File: config.mk
export PLATFORM = sky130hd
export DESIGN_NAME = rgb_rx_monitor
export DESIGN_NICKNAME = d
export VERILOG_FILES = /design/src/rtl/rgb_rx_monitor.sv
export SDC_FILE = /design/constraint.sdc
export NUM_CORES = 1
export LEC_CHECK = 0
export BUFFER_PORTS_ARGS = -buffer_cell sky130_fd_sc_hd__buf_2
export CORE_MARGIN = 2
export CORE_UTILIZATION = 55
export DETAILED_ROUTE_END_ITERATION = 7
export PLACE_DENSITY_LB_ADDON = 0.1
export SKIP_CTS_REPAIR_TIMING = 1
export SYNTH_ARGS = -nofsm -noshare
export SYNTH_HDL_FRONTEND = slang
export SYNTH_SLANG_ARGS = --single-unit
File: constraint.sdc
create_clock -name clk_50mhz -period 4.6 [get_ports clk_50mhz]
set_input_delay 1.38 -clock clk_50mhz [delete_from_list [all_inputs] [get_ports clk_50mhz]]
set_output_delay 1.38 -clock clk_50mhz [all_outputs]
set_load 0.02 [all_outputs]
File: src/rtl/rgb_rx_monitor.sv
// Receive-side monitor for the 18-bit parallel RGB LCD interface: recovers line/frame
// timing and a per-frame rotate-xor pixel checksum, exposed as a 6-word register window.
module rgb_rx_monitor #(
    parameter logic [31:0] BASE_ADDR = 32'hf800_2000,
    parameter int          CNT_W     = 16
) (
    input  logic        clk_50mhz,
    input  logic        rst,
    input  logic        rx_dotclk,
    input  logic        rx_hsync,
    input  logic        rx_vsync,
    input  logic        rx_data_en,
    input  logic [17:0] rx_db,
    input  logic [31:0] bus_addr,
    input  logic        bus_wen,
    input  logic        bus_ren,
    input  logic [31:0] bus_wdata,
    output logic [31:0] bus_rdata
);

    typedef enum logic [1:0] {
        IDLE  = 2'd0,
        ARMED = 2'd1,
        MEAS  = 2'd2
    } state_t;

    localparam logic [31:0] ADDR_CTRL   = BASE_ADDR;
    localparam logic [31:0] ADDR_STATUS = BASE_ADDR + 32'h04;
    localparam logic [31:0] ADDR_HTIM   = BASE_ADDR + 32'h08;
    localparam logic [31:0] ADDR_VTIM   = BASE_ADDR + 32'h0C;
    localparam logic [31:0] ADDR_CHKSUM = BASE_ADDR + 32'h10;
    localparam logic [31:0] ADDR_PIXEL0 = BASE_ADDR + 32'h14;

    localparam logic [CNT_W-1:0] CNT_ONE = {{(CNT_W-1){1'b0}}, 1'b1};
    localparam logic [CNT_W-1:0] CNT_MAX = {CNT_W{1'b1}};

    function automatic logic [CNT_W-1:0] sat_inc(input logic [CNT_W-1:0] x);
        return (x == CNT_MAX) ? x : x + CNT_ONE;
    endfunction

    // Input capture and pixel-strobe detection
    logic        dotclk_q, dotclk_prev, hsync_q, vsync_q, de_q;
    logic [17:0] db_q;
    logic        hs_prev, vs_prev;
    logic        strobe, line_start, frame_start;

    assign strobe      = dotclk_q & ~dotclk_prev;
    assign line_start  = strobe & hs_prev & ~hsync_q;
    assign frame_start = strobe & vs_prev & ~vsync_q;

    always_ff @(posedge clk_50mhz) begin
        if (rst) begin
            dotclk_q    <= 1'b0;
            dotclk_prev <= 1'b0;
            hsync_q     <= 1'b0;
            vsync_q     <= 1'b0;
            de_q        <= 1'b0;
            db_q        <= '0;
            hs_prev     <= 1'b0;
            vs_prev     <= 1'b0;
        end else begin
            dotclk_q    <= rx_dotclk;
            dotclk_prev <= dotclk_q;
            hsync_q     <= rx_hsync;
            vsync_q     <= rx_vsync;
            de_q        <= rx_data_en;
            db_q        <= rx_db;
            if (strobe) begin
                hs_prev <= hsync_q;
                vs_prev <= vsync_q;
            end
        end
    end

    // Control / FSM state
    state_t      state;
    logic        ctrl_en, valid, changed;
    logic [15:0] frame_cnt;

    // Running counters for the frame in progress
    logic [CNT_W-1:0] h_cnt, h_act_cnt, v_cnt, va_cnt;
    logic [31:0]      chk;
    logic [17:0]      pix0_cur;
    logic             pix_seen;

    // Published results
    logic [CNT_W-1:0] h_total, h_active, v_total, v_active;
    logic [CNT_W-1:0] snap_ht, snap_ha;
    logic [31:0]      chk_pub;
    logic [17:0]      pix0_pub;

    // Bus: bus_wen is a single-cycle strobe with no backpressure; every access completes
    // in the cycle it is presented, and reads are combinational with no side effects.
    logic wr_ctrl, wr_status;
    assign wr_ctrl   = bus_wen && (bus_addr == ADDR_CTRL);
    assign wr_status = bus_wen && (bus_addr == ADDR_STATUS);

    logic unused_bus;
    assign unused_bus = ^{bus_ren, bus_wdata[31:2]};

    logic             meas, counting, line_has_de, timing_diff;
    logic [CNT_W-1:0] ht_new, ha_new, vt_new, va_new;
    logic [31:0]      chk_base, chk_next;

    // Values after closing the current line; a coincident frame start publishes these.
    always_comb begin
        meas        = (state == MEAS);
        counting    = meas || ((state == ARMED) && frame_start);
        line_has_de = (h_act_cnt != '0);
        ht_new      = h_total;
        ha_new      = h_active;
        vt_new      = v_cnt;
        va_new      = va_cnt;
        if (line_start) begin
            ht_new = h_cnt;
            vt_new = sat_inc(v_cnt);
            if (line_has_de) begin
                ha_new = h_act_cnt;
                va_new = sat_inc(va_cnt);
            end
        end
        timing_diff = (ht_new != snap_ht) || (ha_new != snap_ha) ||
                      (vt_new != v_total) || (va_new != v_active);
        chk_base    = frame_start ? 32'h0 : chk;
        chk_next    = de_q ? ({chk_base[30:0], chk_base[31]} ^ {14'b0, db_q}) : chk_base;
    end

    always_ff @(posedge clk_50mhz) begin
        if (rst) begin
            state     <= IDLE;
            ctrl_en   <= 1'b0;
            valid     <= 1'b0;
            changed   <= 1'b0;
            frame_cnt <= '0;
        end else begin
            if (wr_ctrl) ctrl_en <= bus_wdata[0];
            if (wr_status && bus_wdata[1]) changed <= 1'b0;
            if (meas && frame_start) begin
                valid     <= 1'b1;
                frame_cnt <= frame_cnt + 16'd1;
                if (valid && timing_diff) changed <= 1'b1;
            end
            if (!ctrl_en) begin
                state <= IDLE;
            end else begin
                case (state)
                    IDLE: begin
                        state     <= ARMED;
                        valid     <= 1'b0;
                        frame_cnt <= '0;
                        changed   <= 1'b0;
                    end
                    ARMED:   if (frame_start) state <= MEAS;
                    MEAS:    state <= MEAS;
                    default: state <= IDLE;
                endcase
            end
        end
    end

    always_ff @(posedge clk_50mhz) begin
        if (rst) begin
            h_cnt     <= '0;
            h_act_cnt <= '0;
            v_cnt     <= '0;
            va_cnt    <= '0;
            chk       <= '0;
            pix0_cur  <= '0;
            pix_seen  <= 1'b0;
            h_total   <= '0;
            h_active  <= '0;
            v_total   <= '0;
            v_active  <= '0;
            snap_ht   <= '0;
            snap_ha   <= '0;
            chk_pub   <= '0;
            pix0_pub  <= '0;
        end else if (strobe && counting) begin
            // The strobe that starts a line or frame is the first strobe of the new line.
            if (line_start || frame_start) begin
                h_cnt     <= CNT_ONE;
                h_act_cnt <= de_q ? CNT_ONE : '0;
            end else begin
                h_cnt <= sat_inc(h_cnt);
                if (de_q) h_act_cnt <= sat_inc(h_act_cnt);
            end

            if (frame_start) begin
                v_cnt  <= '0;
                va_cnt <= '0;
            end else begin
                v_cnt  <= vt_new;
                va_cnt <= va_new;
            end

            chk <= chk_next;
            if (frame_start) begin
                pix_seen <= de_q;
                pix0_cur <= de_q ? db_q : 18'h0;
            end else if (de_q && !pix_seen) begin
                pix_seen <= 1'b1;
                pix0_cur <= db_q;
            end

            if (meas && line_start) begin
                h_total  <= ht_new;
                h_active <= ha_new;
            end

            if (meas && frame_start) begin
                v_total  <= vt_new;
                v_active <= va_new;
                chk_pub  <= chk;
                pix0_pub <= pix0_cur;
                snap_ht  <= ht_new;
                snap_ha  <= ha_new;
            end
        end
    end

    always_comb begin
        bus_rdata = 32'h0;
        case (bus_addr)
            ADDR_CTRL:   bus_rdata = {31'b0, ctrl_en};
            ADDR_STATUS: bus_rdata = {frame_cnt, 12'b0, state, changed, valid};
            ADDR_HTIM:   bus_rdata = {16'(h_active), 16'(h_total)};
            ADDR_VTIM:   bus_rdata = {16'(v_active), 16'(v_total)};
            ADDR_CHKSUM: bus_rdata = chk_pub;
            ADDR_PIXEL0: bus_rdata = {14'b0, pix0_pub};
            default:     bus_rdata = 32'h0;
        endcase
    end

endmodule

==> flow_summary.yaml <==
synthesis:
  synth-seq-area-share_pct: 40.08
  synth.avg_cell_area_um2: 7.820
  syn_inst: 1961
  synth_cell_types: 75
  yosysWarnings: 0
  synth_edf_count: 0
  syn-num-nets: 2060
  async_flop_share_pct: 0
  synth-seq-cells: 307
  syn-cell-area_um2: 15330
  synthFlopType: "dfxtp_1"
worst_setup_path:
  cp_data_arrival_time_ps: 3380
  crit_chain: "buf_6 -> nand4_1 -> or4b_4 -> nor4_4 -> nor3b_4 -> buf_12 -> clkbuf_16 -> a221o_1 -> buf_4"
  slowest_delay_ps: 520
  start_kind: "input port"
  endpoint_kind: "primary output"
  crit_path_max_fanout: 8
  crit_buf_inv: 4
  path_class: "in2out"
  cp_top_family: "simple AND/OR/NAND/NOR gates"
  crit_path_top_delay_cell: "or4b_4"
  crit_required_ps: 3220
sta:
  slew_headroom_pct: 30.47
  fin_crit_sh_pct: 103.6
  worst_pin_slew_ps: 1043
  drv_slew: 0
  clock_skew_ps: 15.46
  hold_ws_ps: 447.6
  hold_violations: 0
  period_needed_ps: 4765
  fmax_mhz: 209.9
  grt_setup_unrepaired: "true"
  finalSetupViolations: 31
  setup_slack_ps: -164.5
status:
  violations: "negative setup slack"
  outcome: "finished, violations left"
global_routing:
  grt_usage_pct: 30.50
  antenna_found_initial: 0
  grt_pass1_wl_um: 70990
  grt_max_degree: 167
  gr-total-overflow: 0
  grt_pass1_vias: 12682
layout:
  syn_to_final_growth_pct: 14.65
  final_cells: 2375
  layout_commonest_cell: "dfxtp_1"
  final_net_count: 2070
  seqCellArea_um2: 6146
  fillers: 2493
  multi_input_area_um2: 8523
  drive_gt1_share_pct: 11.02
  most-common-layout-cells: "dfxtp_1, nand2_1, nor2_1"
  diodes: 0
clock_tree:
  cts_buffer_depth: 3
  cts_sinks: 307
  insertion_delay_ps: 530
  numCtsBuffers: 35
  htree_levels: 2
  cts-root-buf: "clkbuf_16"
  cts_tree: "built"
  clk_pin_slew_ps: 60
worst_hold_path:
  hold_path_class: "reg2reg"
placement:
  post-place-ws_ps: -237.1
  dp_hpwl_um: 30170
  place_inst: 2308
  gp_congestion: 0.9366
  io_buffer_count: 90
route:
  drt_iter0_drc: 1415
  routedWlPerCell_um: 19.32
  via_per_inst: 6.007
  ant_nets: 0
  drc: 0
  vias: 14266
  dr.pass1.iters: 7
  wirelength_um: 45890
power:
  clockPowerShare_pct: 50.3
  pwr-share-comb_pct: 2.3
  p_leak_uw: 0.006058
  p_seq_share_pct: 47.4
  fin_total_pwr_uw: 5655
  internal_power_uw: 4404
  switching_share_pct: 22.12
  vdd_drop_max_uv: 452.1
  p_per_area_nw_per_um2: 321.7
  p_switching_uw: 1251
die:
  die_area_um2: 29230
  coreArea_um2: 27630
  io-pin-count: 122
  die_y_um: 171.0
  rows: 61
  start_util_pct: 55.50
  die_w_um: 171.0
run:
  cap_violations: 0
[power by group through the flow]
stage                     registers, uW  clock network (uW)  logic [uW]
after global placement             2740                   0         125
after floorplan                    2740                   0        77.1
final                              2680                2850         129
after global routing               2680                2980         139
after detailed placement           2740                   0         125
after CTS                          2680                2870         125
[kinds of logic (layout without fill, tap and decap cells)]
family	Yosys count	in the layout	synth area share (%)
and+or+nand+nor	816	816	24.31
AOI/OAI and AO/OA	461	461	19.79
DFF	307	307	40.08
buffers and inverters	206	242	5.336
xor gates and xnor gates	103	103	5.883
muxes	59	59	3.876
adders and majority gates	9	9	0.7343
[cell usage after synthesis (9+ instances only)]
| library cell | n | area, um^2 |
|---|---|---|
| dfxtp_1 | 307 | 6146 |
| nand2_1 | 295 | 1107 |
| nor2_1 | 263 | 987.2 |
| a21oi_1 | 178 | 890.9 |
| clkbuf_1 | 129 | 484.2 |
| xnor2_1 | 67 | 586.8 |
| a22oi_1 | 62 | 465.5 |
| o21ai_0 | 57 | 285.3 |
| mux2i_1 | 56 | 560.5 |
| nand3_1 | 52 | 260.3 |
| inv_1 | 44 | 165.2 |
| a211oi_1 | 38 | 285.3 |
| nor3_1 | 36 | 180.2 |
| xor2_1 | 36 | 315.3 |
| nand4_1 | 34 | 212.7 |
| a221o_1 | 28 | 280.3 |
| nor2b_1 | 28 | 175.2 |
| nor4_1 | 24 | 150.1 |
| a311oi_1 | 22 | 192.7 |
| and3_1 | 22 | 137.6 |
| o22ai_1 | 16 | 100.1 |
| buf_2 | 14 | 70.07 |
| o221ai_1 | 12 | 105.1 |
| buf_1 | 11 | 41.29 |
| nand3b_1 | 11 | 82.58 |
| a31oi_1 | 9 | 56.30 |
| ha_1 | 9 | 112.6 |
[registers in the layout (all words and copies together) (netlist names), 2 cells and up]
name,cells
chk,32
chk_pub,32
db_q,18
frame_cnt,16
h_act_cnt,16
h_active,16
h_cnt,16
h_total,16
pix0_cur,18
pix0_pub,18
snap_ha,16
snap_ht,16
state,2
v_active,16
v_cnt,16
v_total,16
va_cnt,16
[worst reg2reg max path: cells and delay by family (launching register included)]
family	cells	cell delay [ps]
buffers and inverters	1	190
adders and majority gates	1	320
AOI/OAI and AO/OA	2	420
DFF	1	510
and+or+nand+nor	7	2210
[final cells by class]
cell class / instances / area share [%]
clock buffer: 54 / 5.899
sequential: 307 / 34.96
multi-input combinational: 1448 / 48.48
timing repair buffer: 135 / 6.248
inverter: 44 / 0.9394
tap: 378 / 2.690
clock inverter: 9 / 0.7899
[per-layer routing]
layer | part of all wire [%] | vias to the layer above | track usage (%) | wire (um)
met1 | 44 | 6739 | 42.91 | 20230
li1 | - | 6920 | - | -
met3 | 6.8 | 72 | 4.164 | 3126
met4 | 2.4 | 0 | 8.585 | 1104
met2 | 47 | 535 | 48.95 | 21430
met5 | 0 | - | 0 | 0
[final timing paths]
check                             startpoint           end  slack [ps]  depth (start not counted)
worst max-delay path            bus_addr[31]  bus_rdata[5]        -160                          9
worst min-delay path             pix0_cur[5]   pix0_pub[5]         450                          2
worst max register to register      v_cnt[0]       changed         790                         11
worst min register to register   pix0_cur[5]   pix0_pub[5]         450                          2
[through the flow]
step | instance area [um^2] | util (%) | setup TNS [ps]
2_1_floorplan | 15360 | - | 0
3_3_place_gp | 16050 | 58.11 | -4548
3_5_place_dp | 16050 | 58.11 | -5930
4_1_cts | 17230 | 62.36 | -6253
5_1_grt | 17580 | 63.64 | -6900
6_report | 17580 | 63.64 | -4062
(Power assumes the default switching activity.)
